===== src/rtl/stack_pkg.sv =====
// Shared opcodes, widths and FSM state encoding for the stack sequencer.
package stack_pkg;

    localparam int unsigned DW = 8;
    localparam int unsigned AW = 8;
    localparam int unsigned FW = 4;
    localparam logic [7:0] INT_VEC_ADDR = 8'h01;

    localparam logic [2:0] OP_NOP  = 3'b000;
    localparam logic [2:0] OP_PUSH = 3'b001;
    localparam logic [2:0] OP_POP  = 3'b010;
    localparam logic [2:0] OP_CALL = 3'b011;
    localparam logic [2:0] OP_RET  = 3'b100;
    localparam logic [2:0] OP_INTR = 3'b101;
    localparam logic [2:0] OP_RTI  = 3'b110;
    localparam logic [2:0] OP_RSVD = 3'b111;

    typedef enum logic [3:0] {
        StIdle,
        StWr1,
        StWr2,
        StRdA1,
        StRdD1,
        StRdA2,
        StRdD2,
        StVecA,
        StVecD,
        StFin
    } state_e;

    function automatic logic op_is_valid(input logic [2:0] op);
        return (op != OP_NOP) && (op != OP_RSVD);
    endfunction

endpackage


===== src/rtl/stack_addr_gen.sv =====
// Memory address and next-SP generation for a full-descending stack.
module stack_addr_gen #(
    parameter int unsigned   AW           = 8,
    parameter logic [AW-1:0] INT_VEC_ADDR = 8'h01
) (
    input  logic [AW-1:0] sp,
    input  logic          push,
    input  logic          pop,
    input  logic          vec,
    output logic [AW-1:0] mem_addr,
    output logic [AW-1:0] next_sp
);

    always_comb begin
        mem_addr = '0;
        next_sp  = sp;
        if (push) begin
            mem_addr = sp;
            next_sp  = sp - AW'(1);
        end else if (pop) begin
            // Pre-increment: the read hits the new SP, wrapping modulo 2^AW.
            mem_addr = sp + AW'(1);
            next_sp  = sp + AW'(1);
        end else if (vec) begin
            mem_addr = INT_VEC_ADDR;
        end
    end

endmodule


===== src/rtl/stack_seq.sv =====
// Memory-stage sequencer for multi-cycle stack operations fed by the bypassed SP.
module stack_seq #(
    parameter int unsigned   DW           = stack_pkg::DW,
    parameter int unsigned   AW           = stack_pkg::AW,
    parameter int unsigned   FW           = stack_pkg::FW,
    parameter logic [AW-1:0] INT_VEC_ADDR = stack_pkg::INT_VEC_ADDR
) (
    input  logic          clk,
    input  logic          rst,
    input  logic          op_valid,
    input  logic [2:0]    op_code,
    input  logic [DW-1:0] push_data,
    input  logic [DW-1:0] pc_ret,
    input  logic [DW-1:0] call_target,
    input  logic [FW-1:0] flags_in,
    input  logic [DW-1:0] sp_in,
    input  logic          sp_not_ready,
    input  logic [DW-1:0] mem_rdata,
    output logic [AW-1:0] mem_addr,
    output logic [DW-1:0] mem_wdata,
    output logic          mem_we,
    output logic          mem_re,
    output logic          sp_wr_en,
    output logic [DW-1:0] sp_wr_data,
    output logic          pop_valid,
    output logic [DW-1:0] pop_data,
    output logic          pc_load,
    output logic [DW-1:0] pc_value,
    output logic          flags_load,
    output logic [FW-1:0] flags_value,
    output logic          stall_req,
    output logic          done
);

    import stack_pkg::*;

    state_e        state_q, state_d;
    logic [AW-1:0] sp_q, sp_d;
    logic [2:0]    op_q, op_d;
    logic [DW-1:0] push_q, push_d;
    logic [DW-1:0] pc_ret_q, pc_ret_d;
    logic [DW-1:0] target_q, target_d;
    logic [FW-1:0] flags_q, flags_d;
    logic [DW-1:0] rdata_q, rdata_d;

    logic          ag_push, ag_pop, ag_vec;
    logic [AW-1:0] ag_addr, ag_next_sp;
    logic          accept;

    stack_addr_gen #(
        .AW          (AW),
        .INT_VEC_ADDR(INT_VEC_ADDR)
    ) u_addr_gen (
        .sp      (sp_q),
        .push    (ag_push),
        .pop     (ag_pop),
        .vec     (ag_vec),
        .mem_addr(ag_addr),
        .next_sp (ag_next_sp)
    );

    assign accept   = (state_q == StIdle) & op_valid & op_is_valid(op_code) & ~sp_not_ready;
    assign mem_addr = ag_addr;

    // Gated by rst so every output reads 0 while reset is held.
    assign stall_req = rst & ((state_q != StIdle) |
                              (op_valid & (op_code != OP_NOP) & sp_not_ready));

    always_comb begin
        state_d     = state_q;
        sp_d        = sp_q;
        op_d        = op_q;
        push_d      = push_q;
        pc_ret_d    = pc_ret_q;
        target_d    = target_q;
        flags_d     = flags_q;
        rdata_d     = rdata_q;
        ag_push     = 1'b0;
        ag_pop      = 1'b0;
        ag_vec      = 1'b0;
        mem_we      = 1'b0;
        mem_re      = 1'b0;
        mem_wdata   = '0;
        sp_wr_en    = 1'b0;
        sp_wr_data  = '0;
        pop_valid   = 1'b0;
        pop_data    = '0;
        pc_load     = 1'b0;
        pc_value    = '0;
        flags_load  = 1'b0;
        flags_value = '0;
        done        = 1'b0;

        unique case (state_q)
            StIdle: begin
                if (accept) begin
                    sp_d     = sp_in;
                    op_d     = op_code;
                    push_d   = push_data;
                    pc_ret_d = pc_ret;
                    target_d = call_target;
                    flags_d  = flags_in;
                    unique case (op_code)
                        OP_PUSH, OP_CALL, OP_INTR: state_d = StWr1;
                        default:                   state_d = StRdA1;
                    endcase
                end
            end
            StWr1: begin
                ag_push   = 1'b1;
                mem_we    = 1'b1;
                mem_wdata = (op_q == OP_PUSH) ? push_q : pc_ret_q;
                sp_d      = ag_next_sp;
                state_d   = (op_q == OP_INTR) ? StWr2 : StFin;
            end
            StWr2: begin
                ag_push   = 1'b1;
                mem_we    = 1'b1;
                mem_wdata = {{(DW-FW){1'b0}}, flags_q};
                sp_d      = ag_next_sp;
                state_d   = StVecA;
            end
            StVecA: begin
                ag_vec  = 1'b1;
                mem_re  = 1'b1;
                state_d = StVecD;
            end
            StVecD: begin
                rdata_d = mem_rdata;
                state_d = StFin;
            end
            StRdA1: begin
                ag_pop  = 1'b1;
                mem_re  = 1'b1;
                sp_d    = ag_next_sp;
                state_d = StRdD1;
            end
            StRdD1: begin
                // RTI pops flags first, then the PC on the second read.
                if (op_q == OP_RTI) begin
                    flags_d = mem_rdata[FW-1:0];
                    state_d = StRdA2;
                end else begin
                    rdata_d = mem_rdata;
                    state_d = StFin;
                end
            end
            StRdA2: begin
                ag_pop  = 1'b1;
                mem_re  = 1'b1;
                sp_d    = ag_next_sp;
                state_d = StRdD2;
            end
            StRdD2: begin
                rdata_d = mem_rdata;
                state_d = StFin;
            end
            StFin: begin
                sp_wr_en   = 1'b1;
                sp_wr_data = sp_q;
                done       = 1'b1;
                unique case (op_q)
                    OP_POP: begin
                        pop_valid = 1'b1;
                        pop_data  = rdata_q;
                    end
                    OP_CALL: begin
                        pc_load  = 1'b1;
                        pc_value = target_q;
                    end
                    OP_RET, OP_INTR: begin
                        pc_load  = 1'b1;
                        pc_value = rdata_q;
                    end
                    OP_RTI: begin
                        pc_load     = 1'b1;
                        pc_value    = rdata_q;
                        flags_load  = 1'b1;
                        flags_value = flags_q;
                    end
                    default: ;
                endcase
                state_d = StIdle;
            end
            default: state_d = StIdle;
        endcase
    end

    always_ff @(posedge clk or negedge rst) begin
        if (!rst) begin
            state_q  <= StIdle;
            sp_q     <= '0;
            op_q     <= OP_NOP;
            push_q   <= '0;
            pc_ret_q <= '0;
            target_q <= '0;
            flags_q  <= '0;
            rdata_q  <= '0;
        end else begin
            state_q  <= state_d;
            sp_q     <= sp_d;
            op_q     <= op_d;
            push_q   <= push_d;
            pc_ret_q <= pc_ret_d;
            target_q <= target_d;
            flags_q  <= flags_d;
            rdata_q  <= rdata_d;
        end
    end

endmodule


===== config.mk =====
export PLATFORM = sky130hd
export DESIGN_NAME = stack_seq
export DESIGN_NICKNAME = d
export VERILOG_FILES = /design/src/rtl/stack_pkg.sv /design/src/rtl/stack_addr_gen.sv /design/src/rtl/stack_seq.sv
export SDC_FILE = /design/constraint.sdc
export NUM_CORES = 1
export LEC_CHECK = 0
export ABC_AREA = 1
export CORE_MARGIN = 3
export CORE_UTILIZATION = 35
export DETAILED_ROUTE_END_ITERATION = 16
export DONT_BUFFER_PORTS = 1
export GPL_TIMING_DRIVEN = 0
export MAX_ROUTING_LAYER = met4
export SYNTH_ARGS = -nofsm -noshare
export SYNTH_HDL_FRONTEND = slang
export SYNTH_SLANG_ARGS = --single-unit

===== constraint.sdc =====
create_clock -name clk -period 1.7 [get_ports clk]
set_input_delay 0.34 -clock clk [delete_from_list [all_inputs] [get_ports clk]]
set_output_delay 0.34 -clock clk [all_outputs]
set_load 0.01 [all_outputs]

==> metrics.txt <==
Initial DRC Count 163; commonest non-fill, non-tap cell in the layout nand2_1; Post-Syn Nets 507; CP Data Arrival Time 1.70 ns; Max Fclk 0.490 GHz; CTS Buffer Depth 2; Final Wtd Congestion 0.903; Top Ports 103; Vias 3,267; fin. max-slew vios 0; first-pass GRT wire length 16,800 um; top cell type by total area after synthesis dfrtp_1; CTS tree yes; Finished Layout Cells 615; Sequential Power Share 25.5%; GR Layer Usage met3 4.52%; global route overflow 0; Worst-path clk slew 0.10 ns; sequential share of the synthesized area 41.0%; PortBufs 0; #FFs+latches synth 51; top_reg_cell synth dfrtp_1; CP required 1.36 ns; met1 Use GR 26.8%; share of cells above drive strength 1 38.8%; row count 33; IR Drop Worst-Case VDD 769 uV; Clk pwr share 7.8%; relative slew slack 57.4%; Switching Fraction 50.2%; hpwl dp 6640 um; Worst Hold Class primary input to register; DRC viols 0; pin count of the biggest net entering global routing 52; Die Span Y 100 um; # fillers 754; Tot GR Track Use 22.0%; Clock Tree Root clkbuf_8; Setup Skew 0.0143 ns; antenna violations before repair 0; RSZ-0062 raised after global routing true; P_sw 4.59 mW; failing checks setup timing; total wire length 10,500 um; CTS Buf Count 5; CTS Sinks 51; FF/Latch Area 0.00128 mm2; DP Cell Count 559; final hold violations 0; Max-Cap Viols 0; worst slew pin tran 0.639 ns; Multi-input gate area 0.00223 mm2; Mapped Area 0.00311 mm2; M2 GR Usage 37.5%; area growth from synthesis to layout 48.2%; critical-path maximum fanout 7; final worst slack -0.341 ns; Gate Count Post-Synth 454; number of synthesized flops with an enable pin 0; antenna cells 0; first-pass iteration count of the detailed router 4; Area contributors post-synth dfrtp_1, nand2_1, o21ai_0; die outline area 0.0101 mm2; CTS H-tree depth 2; flop-to-flop setup slack -0.11 ns; P_int 4.55 mW; Via-to-Cell Ratio 5.31; Ys Warns 0; initial cell density of the core 37.0%; global route hottest layer met2; Clock Latency Late Sink 0.31 ns; Pleak 2.17 nW; chip width 100 um; fin crit share 120%; core area 0.00842 mm2; WS Path Type register to output port; Final ANT Viol Nets 0; pwr dens 1980 mW/mm2; vias in the first global route 3,231; final net count 562; Final setup viols 84; FFs w/ async S/R, synth 100%; minimum clock period after layout 2.04 ns; most frequent cells in the layout nand2_1, dfrtp_1, inv_1; synth unique cells 28; Mean Syn Cell Area 6.86 um2; share of the synthesized area in the top cell type 41.0%; post-place setup slack -0.392 ns; Logic pwr share 66.7%; run status complete, but fails checks; WL/cell 17.1 um; crit path launch type register; CP Capture Type output port
flip-flops by register name, indices dropped and copies added, names as in the netlist:
name	flops
pc_ret_q	8
op_q	3
flags_q	4
state_q	4
sp_q	8
push_q	8
target_q	8
rdata_q	8
power by group through the flow:
stage | registers [mW] | logic, mW | clock network (mW)
6_report | 2.33 | 6.09 | 0.717
4_1_cts | 2.30 | 5.61 | 0.722
5_1_grt | 2.41 | 6.66 | 0.787
2_1_floorplan | 2.14 | 2.69 | 0
3_3_place_gp | 2.24 | 3.35 | 0
3_5_place_dp | 2.25 | 3.40 | 0
cell type report:
cell class	count	share of cell area [%]
Sequential cell	51	27.8
Timing Repair Buffer	49	11.2
Buffer	11	2.79
Timing Repair inverter	1	0.244
Clock buffer	5	1.49
Tap cell	105	2.85
Multi-Input combinational cell	339	48.3
Inverter	51	5.02
Clock inverter	3	0.325
Yosys cell counts, types with 3 or more instances:
cell      instances
nand2_1         141
nor2_1           63
dfrtp_1          51
inv_1            50
o21ai_0          49
a21oi_1          29
nand3_1          25
buf_6             5
clkbuf_1          5
nand2_2           5
mux2i_1           4
o22ai_1           4
nor2_2            3
o21a_1            3
critical path, stage by stage (launching register included):
cell and delay (ns):
dfrtp_2 0.47, inv_2 0.08, nand2_2 0.06, nor2_4 0.33, inv_6 0.10, clkbuf_16 0.20
a21oi_4 0.15
repair_timing:
| item | CTS | global route |
|---|---|---|
| endpoints found under the hold margin | 51 | 0 |
| hold buffers | 2 | 0 |
| setup endpoints to repair | 65 | 94 |
| pin swaps | 19 | 23 |
| buffers inserted | 36 | 7 |
| gates resized for setup | 210 | 39 |
| gates cloned | 5 | 2 |
worst paths after layout:
path | startpoint | end | cells past startpoint
min in group asynchronous | rst | sp_q[6] | 2
hold / removal | push_data[7] | push_q[7] | 2
setup reg to reg | state_q[3] | op_q[0] | 8
max in group asynchronous | rst | op_q[1] | 2
hold reg to reg | flags_q[1] | flags_q[1] | 2
setup / recovery | state_q[1] | pc_value[6] | 6
logic make-up after synthesis:
logic type | after synthesis | share of synthesized area [%]
AOI/OAI and AO/OA | 89 | 15.4
buffers and inverters | 64 | 9.20
adders and majority gates | 2 | 0.803
muxes | 4 | 1.29
and+or+nand+nor | 244 | 32.3
DFF | 51 | 41.0
routing by layer:
| layer | wire, um | part of all wire, % |
|---|---|---|
| met5 | 0 | 0 |
| met3 | 650 | 6.2 |
| met1 | 4410 | 42 |
| met4 | 183 | 1.7 |
| met2 | 5290 | 50 |
metrics by stage:
stage	setup TNS, ns	power, mW	hold slack, ns	instance area [um2]	util (%)
2_1_floorplan	0	4.82	0.0444	3120	-
3_3_place_gp	-5.23	5.59	0.0457	3250	38.6
3_5_place_dp	-6.19	5.65	0.0458	3250	38.6
4_1_cts	-13.85	8.63	0.134	4430	52.6
5_1_grt	-21.47	9.85	0.119	4610	54.8
6_report	-14.66	9.14	0.138	4610	54.8
Note: power is estimated with default switching activity, not from simulation.
